$ cat src/rtl/fetch_unit_if.sv
// Fetch-stage bus bundle: instruction-memory port, redirect/stall controls and the F/D register outputs.
// The master modport is the fetch unit; the slave modport is its environment (memory, PC-update, decode).
interface fetch_unit_if;
  // stall=1 holds the F/D register for that edge (pc_load is still honoured);
  // f_valid=1 means the F/D register carries a real AOK/HLT instruction, 0 is a bubble.
  logic        stall;
  logic        pc_load;
  logic [63:0] new_pc;
  logic [63:0] pc;
  logic [7:0]  Byte0;
  logic [71:0] Byte19;
  logic        imem_error;
  logic [3:0]  icode;
  logic [3:0]  ifun;
  logic [3:0]  rA;
  logic [3:0]  rB;
  logic [63:0] valC;
  logic [63:0] valP;
  logic        f_valid;
  logic [1:0]  stat;
  logic [1:0]  state_dbg;  // RUN=0, HALTED=1, FAULT=2

  modport master (
    input  stall, pc_load, new_pc, Byte0, Byte19, imem_error,
    output pc, icode, ifun, rA, rB, valC, valP, f_valid, stat, state_dbg
  );

  modport slave (
    output stall, pc_load, new_pc, Byte0, Byte19, imem_error,
    input  pc, icode, ifun, rA, rB, valC, valP, f_valid, stat, state_dbg
  );
endinterface

$ cat src/rtl/fetch_unit.sv
// Y86-64 style fetch stage: combinational decode of the current PC, registered F/D outputs, RUN/HALTED/FAULT FSM.
// Optional FETCH_PC_BOUND_CHECK_EN also raises ADR for instructions straddling the end of a 2 KiB memory.
module fetch_unit (
  input logic          clk,
  input logic          rst,
  fetch_unit_if.master bus
);
  typedef enum logic [1:0] {RUN = 2'd0, HALTED = 2'd1, FAULT = 2'd2} state_t;

  localparam logic [1:0] AOK = 2'd0;
  localparam logic [1:0] HLT = 2'd1;
  localparam logic [1:0] ADR = 2'd2;
  localparam logic [1:0] INS = 2'd3;

  state_t      state, state_nx;
  logic [63:0] pc_q, pc_nx;
  logic        latch;

  logic [3:0]  d_icode, d_ifun, d_rA, d_rB, len;
  logic [63:0] d_valC, d_valP;
  logic [1:0]  d_stat;
  logic        need_regs, need_valc, bad_icode, bad_ifun, adr;

  logic [3:0]  icode_q, ifun_q, rA_q, rB_q;
  logic [63:0] valC_q, valP_q;
  logic        f_valid_q;
  logic [1:0]  stat_q;

`ifdef FETCH_PC_BOUND_CHECK_EN
  logic [64:0] last_byte;
`endif

  always_comb begin
    d_icode   = bus.Byte0[7:4];
    d_ifun    = bus.Byte0[3:0];
    len       = 4'd1;
    need_regs = 1'b0;
    need_valc = 1'b0;
    bad_icode = 1'b0;
    case (d_icode)
      4'h0, 4'h1, 4'h9:       len = 4'd1;
      4'h2, 4'h6, 4'hA, 4'hB: begin len = 4'd2;  need_regs = 1'b1; end
      4'h7, 4'h8:             begin len = 4'd9;  need_valc = 1'b1; end
      4'h3, 4'h4, 4'h5:       begin len = 4'd10; need_regs = 1'b1; need_valc = 1'b1; end
      default:                bad_icode = 1'b1;
    endcase
    case (d_icode)
      4'h6:       bad_ifun = (d_ifun > 4'd3);
      4'h2, 4'h7: bad_ifun = (d_ifun > 4'd6);
      default:    bad_ifun = (d_ifun != 4'd0);
    endcase
    d_rA   = need_regs ? bus.Byte19[7:4] : 4'hF;
    d_rB   = need_regs ? bus.Byte19[3:0] : 4'hF;
    d_valC = !need_valc ? 64'd0 : (need_regs ? bus.Byte19[71:8] : bus.Byte19[63:0]);
    d_valP = pc_q + {60'd0, len};
    adr    = bus.imem_error;
`ifdef FETCH_PC_BOUND_CHECK_EN
    // Address of the instruction's last byte, kept 65 bits wide so it cannot wrap.
    last_byte = {1'b0, pc_q} + {61'd0, len} - 65'd1;
    if (last_byte > 65'd2047) adr = 1'b1;
`endif
    if (adr)                        d_stat = ADR;
    else if (bad_icode || bad_ifun) d_stat = INS;
    else if (d_icode == 4'h0)       d_stat = HLT;
    else                            d_stat = AOK;
  end

  always_comb begin
    state_nx = state;
    pc_nx    = pc_q;
    latch    = 1'b0;
    if (state == RUN) begin
      latch = !bus.stall;
      // Redirect wins over stall; otherwise calls and jumps are predicted taken.
      if (bus.pc_load)
        pc_nx = bus.new_pc;
      else if (!bus.stall)
        pc_nx = (d_icode == 4'h7 || d_icode == 4'h8) ? d_valC : d_valP;
      if (latch) begin
        case (d_stat)
          HLT:      state_nx = HALTED;
          ADR, INS: state_nx = FAULT;
          default:  state_nx = RUN;
        endcase
      end
    end
  end

  always_ff @(posedge clk) begin
    if (rst) begin
      state     <= RUN;
      pc_q      <= 64'd0;
      icode_q   <= 4'h1;
      ifun_q    <= 4'h0;
      rA_q      <= 4'hF;
      rB_q      <= 4'hF;
      valC_q    <= 64'd0;
      valP_q    <= 64'd0;
      f_valid_q <= 1'b0;
      stat_q    <= AOK;
    end else begin
      state <= state_nx;
      pc_q  <= pc_nx;
      if (latch) begin
        icode_q   <= d_icode;
        ifun_q    <= d_ifun;
        rA_q      <= d_rA;
        rB_q      <= d_rB;
        valC_q    <= d_valC;
        valP_q    <= d_valP;
        f_valid_q <= (d_stat == AOK) || (d_stat == HLT);
        stat_q    <= d_stat;
      end else if (state != RUN) begin
        icode_q   <= 4'h1;
        f_valid_q <= 1'b0;
      end
    end
  end

  assign bus.pc        = pc_q;
  assign bus.icode     = icode_q;
  assign bus.ifun      = ifun_q;
  assign bus.rA        = rA_q;
  assign bus.rB        = rB_q;
  assign bus.valC      = valC_q;
  assign bus.valP      = valP_q;
  assign bus.f_valid   = f_valid_q;
  assign bus.stat      = stat_q;
  assign bus.state_dbg = state;
endmodule

$ cat src/flat_wrapper.sv
// flat-port wrapper written by rule: the top's interface ports become plain ports
module fetch_unit_flat 
  (clk, rst, bus_stall, bus_pc_load, bus_new_pc, bus_Byte0, bus_Byte19, bus_imem_error, bus_pc, bus_icode, bus_ifun, bus_rA, bus_rB, bus_valC, bus_valP, bus_f_valid, bus_stat, bus_state_dbg);
  fetch_unit_if bus_i ();
  input logic clk;
  input logic rst;
  input wire logic [$bits(bus_i.stall)-1:0] bus_stall;
  input wire logic [$bits(bus_i.pc_load)-1:0] bus_pc_load;
  input wire logic [$bits(bus_i.new_pc)-1:0] bus_new_pc;
  input wire logic [$bits(bus_i.Byte0)-1:0] bus_Byte0;
  input wire logic [$bits(bus_i.Byte19)-1:0] bus_Byte19;
  input wire logic [$bits(bus_i.imem_error)-1:0] bus_imem_error;
  output wire logic [$bits(bus_i.pc)-1:0] bus_pc;
  output wire logic [$bits(bus_i.icode)-1:0] bus_icode;
  output wire logic [$bits(bus_i.ifun)-1:0] bus_ifun;
  output wire logic [$bits(bus_i.rA)-1:0] bus_rA;
  output wire logic [$bits(bus_i.rB)-1:0] bus_rB;
  output wire logic [$bits(bus_i.valC)-1:0] bus_valC;
  output wire logic [$bits(bus_i.valP)-1:0] bus_valP;
  output wire logic [$bits(bus_i.f_valid)-1:0] bus_f_valid;
  output wire logic [$bits(bus_i.stat)-1:0] bus_stat;
  output wire logic [$bits(bus_i.state_dbg)-1:0] bus_state_dbg;
  assign bus_i.stall = bus_stall;
  assign bus_i.pc_load = bus_pc_load;
  assign bus_i.new_pc = bus_new_pc;
  assign bus_i.Byte0 = bus_Byte0;
  assign bus_i.Byte19 = bus_Byte19;
  assign bus_i.imem_error = bus_imem_error;
  assign bus_pc = bus_i.pc;
  assign bus_icode = bus_i.icode;
  assign bus_ifun = bus_i.ifun;
  assign bus_rA = bus_i.rA;
  assign bus_rB = bus_i.rB;
  assign bus_valC = bus_i.valC;
  assign bus_valP = bus_i.valP;
  assign bus_f_valid = bus_i.f_valid;
  assign bus_stat = bus_i.stat;
  assign bus_state_dbg = bus_i.state_dbg;
  fetch_unit u_core (.clk(clk), .rst(rst), .bus(bus_i));
endmodule
$ cat config.mk
export PLATFORM = sky130hd
export DESIGN_NAME = fetch_unit_flat
export DESIGN_NICKNAME = d
export VERILOG_FILES = /design/src/rtl/fetch_unit_if.sv /design/src/rtl/fetch_unit.sv /design/src/flat_wrapper.sv
export SDC_FILE = /design/constraint.sdc
export NUM_CORES = 1
export LEC_CHECK = 0
export CAP_MARGIN = 10
export CORE_MARGIN = 5
export CORE_UTILIZATION = 51
export DETAILED_ROUTE_END_ITERATION = 7
export PLACE_DENSITY = 0.92
export SYNTH_ARGS = -nofsm -noshare
export SYNTH_HDL_FRONTEND = slang
export SYNTH_SLANG_ARGS = --single-unit
$ cat constraint.sdc
create_clock -name clk -period 7.9 [get_ports clk]
set_clock_uncertainty 0.15 [all_clocks]
set_input_delay 1.185 -clock clk [delete_from_list [all_inputs] [get_ports clk]]
set_output_delay 1.185 -clock clk [all_outputs]
set_load 0.01 [all_outputs]
Word-level counts from Yosys, hierarchy flattened. Index checks and enable logic that the tools add are counted.

Add/sub/neg operators: 1. Order comparisons: 2. Eq/ne operators: 15. Mux-type cells: 21. Bitwise logic cells: 1. Reductions and logical operators: 20.

Operators by type and width (count): $mux W64 (5); $add A64 B4 Y64 (1); $eq A4 B3 Y1 const B (4); $eq A4 B4 Y1 const B (4); $mux W4 (4); $pmux W4 S3 (1); $reduce_or A12 Y1 (1); $eq A4 B2 Y1 const B (2); $mux W1 (7); $reduce_or A7 Y1 (1); $reduce_or A2 Y1 (3); $reduce_or A5 Y1 (1); $eq A2 B2 Y1 const B (2); $eq A4 B1 Y1 const B (1); $gt A4 B2 Y1 const B (1); $gt A4 B3 Y1 const B (1); $logic_not A2 Y1 (2); $logic_not A4 Y1 (1); $mux W2 (2); $pmux W2 S2 (1); $reduce_and A2 Y1 (2); $reduce_bool A2 Y1 (2); $reduce_bool A4 Y1 (1); $reduce_or A4 Y1 (1); 7 further kinds (9).

Bits in registers: 213. Input bits: 149. Output and inout bits: 213.

Depth between registers and ports, before layout. Gate-level depths: netlist of the first run.

Depth in word-level cells: 9. Mapped depth: 16.

Least setup slack after synthesis of the first run. No wires, ideal clock.

Path kind: input to register. Start point: input bus_Byte0[6]. End point: register u_core.pc_q[62] (netlist: u_core.bus.pc[62]). Arrival time: 4.697 ns. Data required time: 7.676 ns. Setup slack: 2.979 ns. Cell stages on the path: 15. Buffers on the path: 5. Cell sequence: clkbuf_1 inv_1 a22oi_1 buf_2 buf_2 clkbuf_1 ha_1 fa_1 a31oi_2 or3_1 clkbuf_2 nor4b_4 nand3_2 mux2_1 a31oi_1.

Longest elaborated chain between the ends: 8. Elaborated cells on any way between the ends: 24. Those cells by class: 1 x add/sub; 9 x eq/ne; 8 x mux; 6 x reduce/logical.

Ends and longest elaborated chain: start, declared (RTL line flat_wrapper.sv:10) `input wire logic [$bits(bus_i.Byte0)-1:0] bus_Byte0;`; parallel branches: the longest is 5 deep, another holds $add A64 B4 Y64; $mux W64 * (RTL line fetch_unit.sv:78) `pc_nx = (d_icode == 4'h7 || d_icode == 4'h8) ? d_valC : d_valP;`; $mux W64 * (RTL line fetch_unit.sv:77) `else if (!bus.stall)`; $mux W64 * (RTL line fetch_unit.sv:75) `if (bus.pc_load)`; end signal, assigned (RTL line fetch_unit.sv:103) `pc_q <= pc_nx;`; end, declared (RTL line fetch_unit.sv:16) `logic [63:0] pc_q, pc_nx;`.

Mark *: on every way between the ends. The select of a mux whose other input is x is not followed. A chain may end at the register's enable or synchronous reset.

Final worst setup path of the first run.
Start point: input bus_Byte0[6]. End point: register u_core.pc_q[61] (netlist: u_core.bus.pc[61]).

Same word-level chain as after synthesis.

==> results_dict.tcl, run 1 <==
set metrics [dict create \
    fillers 1710 \
    wl_met2_mm 22.5 \
    drive_above_1_share_pct 4.61 \
    worst_r2r_startpoint "u_core.bus.pc[32]$_SDFFE_PP0P_" \
    h-tree-depth 1 \
    power_frac_clock_pct 36.1 \
    route.met3.wl_mm 6.52 \
    critPathCaptureType "flip-flop" \
    setup_viol 0 \
    ys_seq_area_share_pct 37.0 \
    crit_required_ns 8.14 \
    leakage_nw 5.60 \
    grt_max_degree 95 \
    drtIter0Drc 1674 \
    grt_pass1_vias 12700 \
    gp_congestion 0.975 \
    fin_crit_sh_pct 67.2 \
    dp_hpwl_mm 36.7 \
    num_rows 54 \
    combPwrFrac_pct 23.4 \
    synth_ff_type "dfxtp_1" \
    dp.cells 2016 \
    hold_viol 0 \
    numClockSinks 212 \
    num-nets-final 1915 \
    die_w_um 160 \
    pre_cts_ws_ns 2.21 \
    critPathMaxFanout 31 \
    cp.arrival_ns 5.55 \
    viasPerCell 6.52 \
    fin_cells 2060 \
    worst_slew_pin_slew_ns 1.20 \
    utilization_pct 71.9 \
    cts_root_buffer "clkbuf_16" \
    peakVddDrop_mv 0.171 \
    port_buffers 361 \
    cellPowerDensity_mw_per_mm2 193 \
    syn_nets 1650 \
    grt_pass1_wl_mm 76.1 \
    async_flop_share_pct 0 \
    rsz0062_at_grt "no" \
    drv_slew 0 \
    drv_cap 0 \
    cts_resized 0 \
    setup_tns_ns 0 \
    numCtsBuffers 24 \
    drtPass1Iterations 6 \
    top_layer "met5" \
    grt_usage_pct 37.2 \
    synth_cell_types 73 \
    total_power_mw 3.06 \
    wl_met1_mm 18.9 \
    start_util_pct 52.2 \
    top_level_ports 362 \
    min-delay-start "u_core.bus.valC[57]$_SDFFE_PP0P_" \
    cts_hold_buf 0 \
    synth-edff-count 0 \
    drt-total-wl_mm 50.3 \
    core_area_mm2 0.0220 \
    netlist_instances 1497 \
    startpoint "bus_Byte0[6]" \
    syn2layout_area_growth_pct 37.9 \
    synth-warning-count 0 \
    fp.dieH_um 160 \
    wl_per_cell_um 24.4 \
    overflow 0 \
    status "complete, no violations" \
    syn_area_mm2 0.0115 \
    final.setup.worst_slack_ns 2.59 \
    swShare_pct 31.6 \
    seqPwrFrac_pct 40.5 \
    dpl_cell_area_mm2 0.0150 \
    fin_crit_ns 5.31 \
    vias 13400 \
    clockBufferDepth 3 \
    die_area_mm2 0.0256 \
    p_sw_uw 965 \
    cts_tree "built" \
    clk_pin_slew_ns 0.06 \
    antenna_found_initial 3 \
    remaining_drc_errors 0 \
    cts_setup_buffers 0 \
    worst-setup-path-type "in2reg" \
    syn_avg_cell_area_um2 7.65 \
    ys_seq_elements 212 \
    hold_path_class "reg2reg" \
    holdWs_ns 0.303 \
    clkLatencyLatePin_ns 0.53 \
    startpoint_type "input pin" \
    antenna_left 0 \
    postLayoutCellArea_mm2 0.0158 \
    internal-power_mw 2.09 \
    relSlewSlack_pct 19.1 \
    max_freq_ghz 0.188 \
]
[placed cells by master, fill, tap and decap left out, drive strengths merged, types with 12 or more instances in the layout]
| cell type | synthesis | layout |
|---|---|---|
| o21ai | 135 | 135 |
| inv | 21 | 22 |
| xnor2 | 40 | 40 |
| nor2 | 161 | 161 |
| a21oi | 193 | 193 |
| buf | 26 | 17 |
| clkdlybuf4s50 | 0 | 359 |
| and3 | 15 | 15 |
| a211oi | 37 | 37 |
| nor4 | 18 | 18 |
| mux2i | 60 | 60 |
| clkbuf | 111 | 32 |
| xor2 | 17 | 17 |
| a2bb2oi | 12 | 12 |
| nor3 | 110 | 110 |
| nand2 | 99 | 99 |
| dfxtp | 212 | 212 |
| nand4 | 36 | 36 |
| nand3 | 34 | 34 |
[sequential cells by signal, indices dropped and copies added (netlist names), 2 cells and up]
| name | count |
|---|---|
| u_core.bus.pc | 64 |
| u_core.bus.valC | 64 |
| u_core.bus.rA | 4 |
| u_core.bus.state_dbg | 2 |
| u_core.bus.icode | 4 |
| u_core.bus.valP | 64 |
| u_core.bus.ifun | 4 |
| u_core.bus.rB | 4 |
[worst paths after layout]
kind	end	slack, ns	cells past startpoint
hold reg to reg	u_core.bus.valC[57]$_SDFFE_PP0P_	0.30	2
setup reg to reg	u_core.bus.pc[44]$_SDFFE_PP0P_	4.50	6
hold / removal	u_core.bus.valC[57]$_SDFFE_PP0P_	0.30	2
setup / recovery	u_core.bus.pc[61]$_SDFFE_PP0P_	2.59	12
[cells in the mapped netlist, types with 12 or more instances]
cell       number  area (um2)
nand2_1        99         372
xnor2_1        40         350
buf_2          16        80.1
nand4_1        35         219
dfxtp_1       212        4240
xor2_1         17         149
a2bb2oi_1      12         105
clkbuf_1      108         405
a211oi_1       37         278
nor3_1        109         546
nor2_1        161         604
a21oi_1       193         966
and3_1         13        81.3
nand3_1        33         165
nor4_1         16         100
o21ai_0       135         676
mux2i_1        60         601
inv_1          21        78.8
[routing by layer]
metal,GRT usage (%),vias up
li1,-,5999
met1,48.1,6318
met2,58.8,956
met3,10.9,151
met4,14.2,4
met5,0,-
[power groups by stage]
| stage | logic, mW | registers (mW) | clock network (mW) |
|---|---|---|---|
| CTS | 0.701 | 1.23 | 1.10 |
| floorplan | 0.333 | 1.25 | 0 |
| global placement | 0.683 | 1.25 | 0 |
| detailed placement | 0.695 | 1.26 | 0 |
| finish | 0.715 | 1.24 | 1.10 |
| global route | 0.757 | 1.25 | 1.15 |
[worst max-delay path: stages]
cell	delay [ns]
clkdlybuf4s50_1	0.93
nor2b_1	0.39
a21oi_1	0.16
o22a_2	0.18
inv_1	0.09
ha_1	0.37
a21oi_1	0.14
or3_1	0.53
nor4_4	0.90
nand4_1	0.31
mux2i_1	0.27
o22ai_1	0.09
[final cells by class]
cell class / instances / area [um2] / area share (%)
Tap cell: 280 / 350 / 2.22
Timing Repair Buffer: 376 / 3720 / 23.5
Inverter: 22 / 82.6 / 0.523
Multi-Input combinational cell: 1126 / 6640 / 42.0
Clock buffer: 32 / 661 / 4.18
Antenna cell: 1 / 2.50 / 0.0158
Clock inverter: 11 / 98.8 / 0.626
Sequential cell: 212 / 4240 / 26.9
[kinds of logic after synthesis]
group | after synthesis | share of synthesized area, %
XOR/XNOR | 57 | 4.36
adder cells (fa/ha/maj) | 4 | 0.502
buffers and inverters | 159 | 5.48
multiplexers | 62 | 5.44
AO/OA/AOI/OAI | 474 | 24.6
flip-flops | 212 | 37.0
AND/OR/NAND/NOR | 529 | 22.6
Note: power is estimated with default switching activity, not from simulation.
==> run 2, diff against run 1 <==
Settings changed: CORE_UTILIZATION 51 to 43, PLACE_DENSITY 0.92 to 0.83.
Clock period 7.9 ns to 4.3 ns, I/O delays scaled along.
==> results_dict.tcl, run 2 (synthesis results as in run 1) <==
set metrics [dict create \
    num_rows 59 \
    final_cell_mix "clkdlybuf4s50_1, dfxtp_1, a21oi_1" \
    pre_cts_ws_ns 0.113 \
    drive_above_1_share_pct 6.44 \
    seq_area_mm2 0.00424 \
    cts_root_buffer "clkbuf_16" \
    crit_required_ns 4.59 \
    critPathMaxFanout 7 \
    worst_slew_pin_slew_ns 1.04 \
    h-tree-depth 1 \
    grt_pass1_vias 12400 \
    cpMaxStageDelayCell "or3_1" \
    worst-setup-path-type "in2reg" \
    clk_pin_slew_ns 0.06 \
    top_level_ports 362 \
    cts_hold_buf 0 \
    wl_per_cell_um 24.2 \
    rsz0062_at_grt "no" \
    startpoint_type "input pin" \
    holdWs_ns 0.308 \
    swShare_pct 31.1 \
    drtPass1Iterations 7 \
    clockBufferDepth 3 \
    final.setup.worst_slack_ns 0.601 \
    internal-power_mw 3.89 \
    dp_hpwl_mm 38.8 \
    cts_resized 0 \
    numClockSinks 212 \
    peakVddDrop_mv 0.225 \
    setup_tns_ns 0 \
    setup_viol 0 \
    max_freq_ghz 0.270 \
    drv_slew 0 \
    clkLatencyLatePin_ns 0.53 \
    status "complete, no violations" \
    numCtsBuffers 25 \
    grt_pass1_wl_mm 77.2 \
    gp_congestion 0.966 \
    fin_crit_ns 3.70 \
    overflow 0 \
    antenna_left 0 \
    start_util_pct 43.8 \
    crit_path_cell_trace "clkdlybuf4s50_1, nor2b_1, a22oi_2, ha_1, fa_1, a31oi_2, or3_1, nor4b_4, buf_4, nand2_1, xor2_1, a211oi_1" \
    hold_viol 0 \
    grt_usage_pct 32.6 \
    syn2layout_area_growth_pct 41.2 \
    multi_input_area_mm2 0.00663 \
    drv_cap 0 \
    die_w_um 173 \
    die_area_mm2 0.0300 \
    leakage_nw 5.80 \
    drt-total-wl_mm 52.1 \
    seqPwrFrac_pct 40.4 \
    fillers 2317 \
    total_power_mw 5.64 \
    combPwrFrac_pct 23.9 \
    fp.dieH_um 173 \
    antenna_found_initial 3 \
    cp.arrival_ns 3.99 \
    drtIter0Drc 1538 \
    num-nets-final 1955 \
    core_area_mm2 0.0261 \
    cts_tree "built" \
    port_buffers 361 \
    grt_max_degree 123 \
    viasPerCell 6.21 \
    vias 13400 \
    relSlewSlack_pct 30.2 \
    power_frac_clock_pct 35.7 \
    critPathCaptureType "flip-flop" \
    p_sw_mw 1.75 \
    final_common_cell "clkdlybuf4s50_1" \
    critPathMaxStageDelay_ns 0.58 \
    cellPowerDensity_mw_per_mm2 349 \
    cts_setup_buffers 0 \
    hold_path_class "reg2reg" \
    fin_crit_sh_pct 86.0 \
    remaining_drc_errors 0 \
]
==> run 2: worst paths after layout <==
path	from	end	slack (ns)	depth (start not counted)
max reg2reg	u_core.bus.pc[17]$_SDFFE_PP0P_	u_core.bus.pc[59]$_SDFFE_PP0P_	1.29	6
min reg2reg	u_core.bus.ifun[1]$_SDFFE_PP0P_	u_core.bus.ifun[1]$_SDFFE_PP0P_	0.31	2
max	bus_Byte0[6]	u_core.bus.valP[54]$_SDFFE_PP0P_	0.60	12
min	u_core.bus.ifun[1]$_SDFFE_PP0P_	u_core.bus.ifun[1]$_SDFFE_PP0P_	0.31	2
==> run 2: layer usage <==
layer	global-route usage [%]	vias to the layer above	wire, um
met3	10.2	102	6580
met5	0	-	32
met2	51.5	837	23300
li1	-	6066	-
met4	9.78	4	1650
met1	43.0	6363	20600
==> run 2: power groups by stage <==
stage	combinational [mW]	clock, mW	sequential [mW]
after global placement	1.31	0	2.31
after floorplan	0.612	0	2.30
after CTS	1.33	2.02	2.27
final	1.35	2.01	2.28
after global routing	1.43	2.12	2.29
after detailed placement	1.32	0	2.31
==> run 2: worst max-delay path: cells and delay by family <==
family | cells | cell delay, ns
and+or+nand+nor | 4 | 1.25
buffers and inverters | 2 | 0.74
AOI/OAI and AO/OA | 3 | 0.68
adders and majority gates | 2 | 0.52
xor gates and xnor gates | 1 | 0.16
==> run 2: area by class of cell <==
cell class,instances,area share (%)
diodes,1,0.0155
clock buffers,37,4.52
clock inverters,4,0.124
inverters,22,0.511
multi-input cells,1126,41.0
flip-flops and latches,212,26.2
well taps,335,2.59
repair buffers,415,25.0
==> run 2: metrics by stage <==
stage / utilization [%] / cells / instance area, um2
after global placement: 59.0 / 2110 / 15400
after detailed placement: 59.0 / 2110 / 15400
after global routing: 61.9 / 2152 / 16200
after CTS: 61.9 / 2151 / 16200
final: 61.9 / 2152 / 16200
after floorplan: - / 1497 / 11500
